===== config.mk =====
export PLATFORM = sky130hd
export DESIGN_NAME = alarm_clock
export DESIGN_NICKNAME = d
export VERILOG_FILES = /design/src/rtl/alarm_pkg.sv /design/src/rtl/tone_div.sv /design/src/rtl/alarm_clock.sv
export SDC_FILE = /design/constraint.sdc
export NUM_CORES = 1
export LEC_CHECK = 0
export ABC_AREA = 1
export CORE_ASPECT_RATIO = 0.9
export CORE_MARGIN = 2
export CORE_UTILIZATION = 30
export DETAILED_ROUTE_END_ITERATION = 8
export GPL_TIMING_DRIVEN = 0
export PLACE_DENSITY = 0.49
export REMOVE_ABC_BUFFERS = 1
export SYNTH_ARGS = -nofsm -noshare
export SYNTH_HDL_FRONTEND = slang
export SYNTH_HIERARCHICAL = 1
export SYNTH_SLANG_ARGS = --single-unit

===== constraint.sdc =====
create_clock -name I_CLK -period 2.9 [get_ports I_CLK]
set_input_delay 0.58 -clock I_CLK [delete_from_list [all_inputs] [get_ports I_CLK]]
set_output_delay 0.58 -clock I_CLK [all_outputs]
set_load 0.005 [all_outputs]

===== src/rtl/alarm_pkg.sv =====
// -----------------------------------------------------------------------------
// alarm_pkg
// Shared constants and helpers for the alarm tone/cadence generator.
//   - Cadence mode encodings (count_light1): CAD_CONT, CAD_SLOW, CAD_FAST,
//     CAD_DOUBLE.
//   - Tone selector encodings (count_light): TONE_OFF, TONE_LOW, TONE_MID,
//     TONE_HIGH.
//   - cadence_pattern(): maps a cadence mode and the 3-bit phase to the
//     on/off beep pattern bit.
// -----------------------------------------------------------------------------
package alarm_pkg;

  localparam logic [1:0] CAD_CONT   = 2'd0;
  localparam logic [1:0] CAD_SLOW   = 2'd1;
  localparam logic [1:0] CAD_FAST   = 2'd2;
  localparam logic [1:0] CAD_DOUBLE = 2'd3;

  localparam logic [1:0] TONE_OFF  = 2'd0;
  localparam logic [1:0] TONE_LOW  = 2'd1;
  localparam logic [1:0] TONE_MID  = 2'd2;
  localparam logic [1:0] TONE_HIGH = 2'd3;

  // Every mode is "on" at phase 0, so a restarted pattern always begins
  // with a beep.
  function automatic logic cadence_pattern(input logic [1:0] mode,
                                           input logic [2:0] phase);
    logic on;
    case (mode)
      CAD_CONT: on = 1'b1;
      CAD_SLOW: on = ~phase[2];                          // 4 on, 4 off
      CAD_FAST: on = ~phase[0];                          // 1 on, 1 off
      CAD_DOUBLE: on = (phase == 3'd0) || (phase == 3'd2); // beep, gap, beep
      default: on = 1'b1;
    endcase
    return on;
  endfunction

endpackage


===== src/rtl/tone_div.sv =====
// -----------------------------------------------------------------------------
// tone_div
// Square-wave tone divider. While en is high the counter runs 0..half-1 and
// the output toggles each time it wraps, giving a period of 2*half cycles.
// While en is low the counter is cleared and the output is held low, so every
// beep starts with a full low half-period.
// Ports:
//   clk     : clock, rising edge
//   rst_n   : asynchronous active-low reset
//   en      : tone gate
//   restart : clear the counter (pitch changed); output level is kept
//   half    : half-period in clk cycles
//   wave    : square-wave output
// -----------------------------------------------------------------------------
module tone_div #(
  parameter int W = 16
) (
  input  logic         clk,
  input  logic         rst_n,
  input  logic         en,
  input  logic         restart,
  input  logic [W-1:0] half,
  output logic         wave
);

  logic [W-1:0] cnt;
  logic [W-1:0] base;
  logic [W-1:0] last;

  // A restart edge counts as count 0, so the first toggle after the gate
  // opens still lands exactly half edges later.
  assign base = restart ? '0 : cnt;
  assign last = half - W'(1);

  always_ff @(posedge clk or negedge rst_n) begin
    if (!rst_n) begin
      cnt  <= '0;
      wave <= 1'b0;
    end else if (!en) begin
      cnt  <= '0;
      wave <= 1'b0;
    end else if (base == last) begin
      cnt  <= '0;
      wave <= ~wave;
    end else begin
      cnt  <= base + W'(1);
    end
  end

endmodule


===== src/rtl/alarm_clock.sv =====
// -----------------------------------------------------------------------------
// alarm_clock
// Alarm tone and cadence generator. Registers the two selectors, runs a tick
// counter and 3-bit phase counter for the beep cadence, forms the tone gate
// and drives a tone_div instance for the buzzer square wave.
// Ports:
//   I_CLK        : system clock, rising edge
//   Rst          : asynchronous active-low reset
//   count_light  : 0 = alarm off, 1/2/3 = tone LOW/MID/HIGH
//   count_light1 : cadence (0 continuous, 1 slow, 2 fast, 3 double-beep)
//   O_CLK        : buzzer square wave, 0 when silent
//   num          : registered gate, 1 while the tone is audible
// -----------------------------------------------------------------------------
module alarm_clock
  import alarm_pkg::*;
#(
  parameter int DIV_LOW  = 50000,
  parameter int DIV_MID  = 37500,
  parameter int DIV_HIGH = 25000,
  parameter int TICK     = 12500000
) (
  input  logic       I_CLK,
  input  logic       Rst,
  input  logic [1:0] count_light,
  input  logic [1:0] count_light1,
  output logic       O_CLK,
  output logic       num
);

  localparam int DIV_MAX = (DIV_LOW > DIV_MID) ?
                           ((DIV_LOW > DIV_HIGH) ? DIV_LOW : DIV_HIGH) :
                           ((DIV_MID > DIV_HIGH) ? DIV_MID : DIV_HIGH);
  localparam int DIV_W   = (DIV_MAX > 1) ? $clog2(DIV_MAX) : 1;
  localparam int TICK_W  = (TICK > 1) ? $clog2(TICK) : 1;

  logic [1:0]        cl_q;
  logic [1:0]        cl1_q;
  logic [1:0]        cl_prev;
  logic [1:0]        cl1_prev;
  logic [TICK_W-1:0] tick_cnt;
  logic [2:0]        phase;
  logic              tick;
  logic              cad_change;
  logic              pitch_change;
  logic              gate;
  logic [DIV_W-1:0]  half;

  assign tick         = (tick_cnt == TICK_W'(TICK - 1));
  assign cad_change   = (cl1_q != cl1_prev);
  assign pitch_change = (cl_q != cl_prev);
  assign gate         = (cl_q != TONE_OFF) && cadence_pattern(cl1_q, phase);

  always_comb begin
    half = DIV_W'(DIV_LOW);
    case (cl_q)
      TONE_LOW:  half = DIV_W'(DIV_LOW);
      TONE_MID:  half = DIV_W'(DIV_MID);
      TONE_HIGH: half = DIV_W'(DIV_HIGH);
      TONE_OFF:  half = DIV_W'(DIV_LOW);   // don't care, divider is gated off
      default:   half = DIV_W'(DIV_LOW);
    endcase
  end

  // Input registers, cadence counters and registered gate.
  always_ff @(posedge I_CLK or negedge Rst) begin
    if (!Rst) begin
      cl_q     <= 2'd0;
      cl1_q    <= 2'd0;
      cl_prev  <= 2'd0;
      cl1_prev <= 2'd0;
      tick_cnt <= '0;
      phase    <= 3'd0;
      num      <= 1'b0;
    end else begin
      cl_q     <= count_light;
      cl1_q    <= count_light1;
      cl_prev  <= cl_q;
      cl1_prev <= cl1_q;
      num      <= gate;
      // A cadence change restarts the pattern at phase 0 with a fresh tick.
      if (cad_change) begin
        tick_cnt <= '0;
        phase    <= 3'd0;
      end else if (tick) begin
        tick_cnt <= '0;
        phase    <= phase + 3'd1;
      end else begin
        tick_cnt <= tick_cnt + TICK_W'(1);
      end
    end
  end

  // Tone divider: gate and half-period are sampled on the same edge as num,
  // so O_CLK starts and stops in step with num.
  tone_div #(
    .W(DIV_W)
  ) u_tone_div (
    .clk    (I_CLK),
    .rst_n  (Rst),
    .en     (gate),
    .restart(pitch_change),
    .half   (half),
    .wave   (O_CLK)
  );

endmodule


-- Word level (Yosys, flattened, before mapping)
Index checks and enable logic that the tools add are counted.
- flip-flop bits (word level): 53
- bits of input ports: 6
- word-level logic and storage cells: 47
- reductions and logical operators: 8
- bitwise logic cells: 3
- multiplexer cells: 11
- $add $sub $neg: 4
- equality and inequality tests: 12
- operators with widths (operator ; number):
    $mux W16 ; 3
    $mux W24 ; 2
    $pmux W16 S3 ; 1
    $add A24 B1 Y24 const B ; 1
    $eq A24 B24 Y1 const B ; 1
    $add A16 B1 Y16 const B ; 1
    $eq A16 B16 Y1 ; 1
    $sub A16 B1 Y16 const B ; 1
    $eq A2 B2 Y1 const B ; 4
    $mux W3 ; 2
    $eq A2 B1 Y1 const B ; 2
    $logic_not A2 Y1 ; 2
    $ne A2 B2 Y1 ; 2
    $pmux W1 S4 ; 1
    $reduce_bool A2 Y1 ; 2
    $add A3 B1 Y3 const B ; 1
    $eq A3 B2 Y1 const B ; 1
    $logic_not A3 Y1 ; 1
    $not A1 Y1 ; 3
    $mux W1 ; 2
    $ne A2 B1 Y1 const B ; 1
    $reduce_or A2 Y1 ; 1
    $logic_and A1 B1 Y1 ; 1
    $logic_or A1 B1 Y1 ; 1

-- Depth between registers and ports, before layout
- depth after elaboration: 7
- mapped depth: 17
- gate-level depth less buffers: 15

-- Modules after synthesis
Netlist, hierarchy kept.
- by module, submodules not included (module ; cells each ; seq. area each (µm²) ; instances ; area an instance (µm²)):
    alarm_clock ; 237 ; 900.9 ; 1 ; 1903.1
    tone_div ; 320 ; 425.4 ; 1 ; 1828.0

-- Worst setup path before layout
Ideal clock, no wire load.
- kind: register -> register
- start: register cl_q[1]
- end: register u_tone_div.cnt[14]
- clock period less this slack: 2172 ps
- buffers on the path: 1
- setup slack: 728 ps
- cell stages (with the launch flop): 16
- data required time: 2780 ps
- arrival: 2052 ps
- path through: dfrtp_1 inv_1 nor2_1 inv_1 nor2_1 and2_1 nand2_1 nand2_1 nand2_1 inv_1 nand2_1 nor2_1 nand3_2 nand2_4 buf_6 nor2_1
- word-level cells in the longest chain between the ends: 7
- ends and longest elaborated chain (element ; line ; RTL):
    start, declared ; alarm_clock.sv:36 ; logic [1:0] cl_q;
    start signal, assigned ; alarm_clock.sv:75 ; cl_q <= count_light;
    $eq A2 B1 Y1 / $logic_not A2 Y1 (equally long branches) ; alarm_clock.sv:55 ; case (cl_q)
    $reduce_or A2 Y1 (no source line) ; n/a ;
    $pmux W16 S3 * ; alarm_clock.sv:55 ;
    net half[12] ; alarm_clock.sv:46 ; logic [DIV_W-1:0] half;
    $sub A16 B1 Y16 * ; tone_div.sv:33 ; assign last = half - W'(1);
    $eq A16 B16 Y1 * ; tone_div.sv:42 ; end else if (base == last) begin
    $mux W16 * ; tone_div.sv:42 ;
    $mux W16 * ; tone_div.sv:39 ; end else if (!en) begin
    end signal, assigned ; tone_div.sv:46 ; cnt <= base + W'(1);
    end, declared ; tone_div.sv:26 ; logic [W-1:0] cnt;
The timed path passes the listed nets; every way through them passes the cells marked *. The select of a mux whose other input is x is not followed.
A chain may end at the register's enable or synchronous reset.

-- Worst setup path in the final report
- start: register cl_q[1]
- end: register u_tone_div.cnt[10]
- RTL lines (element ; line ; RTL):
    $ne A2 B2 Y1 * ; alarm_clock.sv:50 ; assign pitch_change = (cl_q != cl_prev);
    net pitch_change ; alarm_clock.sv:44 ; logic pitch_change;
    $mux W16 * ; tone_div.sv:32 ; assign base = restart ? '0 : cnt;
    $add A16 B1 Y16 / $eq A16 B16 Y1 (equally long branches) ; tone_div.sv:46, tone_div.sv:42 ;
    $mux W16 * ; tone_div.sv:42 ;
    $mux W16 * ; tone_div.sv:39 ;
Marked as above.

==> summary.md <==
| Metric | Value |
|---|---|
| Cells after synthesis | ~560 |
| Design Power | around 1.6 mW |
| Clk Latency, worst-skew pair | 0.30 ns |
| CTS clk-pin slew, worst paths | 0.08 ns |
| DR vias | ~3,300 |
| Post-synth EDFFs | 0 |
| Vias per std cell | roughly 4.4 |
| Avg Cell Area, Syn | roughly 6.7 µm² |
| Slew HR | 0.5304 |
| Routed Antenna Nets | 0 |
| Vias in the first global route | between 3,000 and 4,000 |
| Total die area | between 10,000 and 15,000 µm² |
| Register area share after synthesis | 0.3555 |
| Worst reg-to-reg setup slack | around 0.31 ns |
| Unrepaired setup endpoints after global routing | no |
| GRT Total Usage | 0.1364 |
| F_max | 386.6 MHz |
| First-pass GRT wire length | 14.55 mm |
| Pwr dens | about 370 nW/µm² |
| Cell variety after synth | 32 |
| Most frequent cells in the layout | nand2_1 (176), nor2_1 (93), inv_1 (76) |
| Clock Tree Root | clkbuf_16 |
| VDD IR max | about 230 µV |
| Nets | slightly below 600 |
| Final setup violating endpoints | 0 |
| Layout cells sized above 1 | 0.1050 |
| Critical R2R Capture | u_tone_div/cnt[10] |
| Max Cap Viol | 0 |
| Drt wl/cell | ~11 µm |
| Leak | 2.078 nW |
| Hold Worst Slack | roughly 0.21 ns |
| # H-tree levels | 2 |
| Seq cells post-synth | 53 |
| Iteration-0 DRC Markers | 170 |
| Slew of the pin with the lowest slew margin | slightly above 0.7 ns |
| TritonCTS buffer count | 5 |
| Placeable Area | between 10,000 and 15,000 µm² |
| Crit Reg-Reg Startpoint | cl_q[1] |
| HP Class | input pin to asynchronous set/reset pin |
| Ys async rst share | 1.000 |
| Routability cong. | 0.8943 |
| Synth Cell Area | roughly 3700 µm² |
| Total Wirelength | about 8.3 mm |
| Fin crit period | approximately 2.6 ns |
| Largest net degree at the start of global routing | 38 |
| Worst setup SP type | register |
| Skew final | 0.01290 ns |
| Layout fillers | ~1,300 |
| Row count | 38 |
| Antenna violations before repair | 0 |
| Most common cell after layout, fill and taps aside | nand2_1 |
| Die W | about 120 µm |
| Ports | 8 |
| Max Slew Vio Count | 0 |
| DRC | 0 |
| GRT Residual Overflow | 0 |
| Critical Path AT | 2.81 ns |
| CTS Buffer Depth | 2 |
| Drt pass-1 iters | 5 |
| Ant diodes | 0 |
| HPWL after detailed placement | 6.332 mm |
| Fin crit share | 0.8920 |
| Outcome | complete, no violations |
| Yosys warnings | 6 |
| DIE HEIGHT | 109.8 µm |
| Kind of end point of the critical path | register |
| Worst R2R Path Depth | 14 |
| Crit Path Category | register to register |
| Initial Util | 0.3090 |
| Synth Flop Type | dfrtp_1 |
| Clock sink count | 53 |
| CP required | approximately 3.1 ns |
| Fin. Hold Viols | 0 |
| CTS tree | yes |
| Crit-path max FO | 23 |
| Area Growth Syn to Fin | 12.88% |
| Cts hold-fix bufs | 0 |
| IO buf count | 7 |
==> timing repair <==
item	4_1_cts	5_1_grt
resized for setup	2	11
hold endpoints to repair	0	0
cloned	0	0
setup endpoints to repair	17	17
setup buffers	0	2
==> registers in the layout, summed over array words and instances (netlist names) <==
register         cells
cl1_prev             2
cl1_q                2
cl_prev              2
cl_q                 2
num                  1
phase                3
tick_cnt            24
u_tone_div/cnt      16
u_tone_div/wave      1
==> critical path, cell delays in order (launching register included) <==
cell and delay (ns):
dfrtp_2 0.47, xnor2_1 0.26, nand2_4 0.19, inv_16 0.17, nand2_4 0.07, inv_1 0.10
ha_1 0.19, nand2_1 0.09, nor2_2 0.17, nand2_1 0.11, nor2_2 0.19, nand4_1 0.18
o21ai_1 0.16, nand2_1 0.06, nor2_1 0.10
==> cell usage after synthesis (3+ instances only) <==
cell type	count	area, µm²
nand2_1	178	668.1
nor2_1	95	356.6
inv_1	76	285.3
dfrtp_1	53	1326
nand3_1	35	175.2
nor2_2	18	112.6
nand2_4	11	123.9
nand4_1	10	62.56
xnor2_1	10	87.58
xor2_1	10	87.58
o21ai_0	9	45.04
nor3_1	8	40.04
ha_1	6	75.07
a21oi_1	5	25.02
nand2_2	5	31.28
nand3b_1	4	30.03
nand3_2	3	30.03
nor4_1	3	18.77
==> worst max-delay path by stage <==
stage                               endpoint  startpoint  slack (ns)
after floorplan           u_tone_div/cnt[10]     cl_q[1]        0.45
after global routing      u_tone_div/cnt[10]     cl_q[1]        0.03
after detailed placement  u_tone_div/cnt[14]     cl_q[1]       -0.21
final                     u_tone_div/cnt[10]     cl_q[1]        0.31
after CTS                 u_tone_div/cnt[10]     cl_q[1]       -0.07
after global placement       u_tone_div/wave         Rst       -0.51
==> logic make-up after synthesis <==
| group | count (synthesis) | synth area share |
|---|---|---|
| adder cells (fa/ha/maj) | 6 | 0.02012 |
| AND/OR/NAND/NOR | 377 | 0.4577 |
| other | 1 | 0.001005 |
| flip-flops | 53 | 0.3555 |
| AO/OA/AOI/OAI | 17 | 0.02414 |
| buffers and inverters | 83 | 0.09457 |
| XOR/XNOR | 20 | 0.04695 |
==> layout make-up <==
cell class,count,area (µm²),share of cell area
Tap cell,160,200.2,0.04753
Clock buffer,5,125.1,0.02971
Sequential cell,53,1328,0.3152
Clock inverter,3,28.78,0.006833
Multi-Input combinational cell,432,2121,0.5036
Inverter,78,309.0,0.07338
Timing Repair Buffer,10,100.1,0.02377
==> where the power goes <==
part | switching (mW) | leakage, nW | internal (mW) | total, mW
Combinational | 0.122 | 1.29 | 0.0519 | 0.174
Sequential | 0.0105 | 0.713 | 0.750 | 0.760
Clock | 0.291 | 0.0763 | 0.331 | 0.623
Total | 0.424 | 2.08 | 1.13 | 1.56
==> metrics by stage <==
step / setup TNS [ns] / utilization / setup WS, ns / std cells / instance area (µm²)
3_3_place_gp: -29.07 / 0.3298 / -0.5104 / 730 / 3983
4_1_cts: -0.07472 / 0.3442 / -0.07472 / 739 / 4156
3_5_place_dp: -2.985 / 0.3310 / -0.2083 / 731 / 3998
2_1_floorplan: 0 / - / 0.4532 / 563 / 3712
5_1_grt: 0 / 0.3487 / 0.03284 / 741 / 4212
6_report: 0 / 0.3487 / 0.3131 / 741 / 4212
==> metal layers <==
layer  wire length [µm]  GRT usage  vias up
met3                200    0.01867        7
li1                   -          -     1741
met2               3927     0.2436       37
met5                  0          0        -
met1               4072     0.1755     1476
met4                 80    0.03202        0
(Power assumes the default switching activity.)
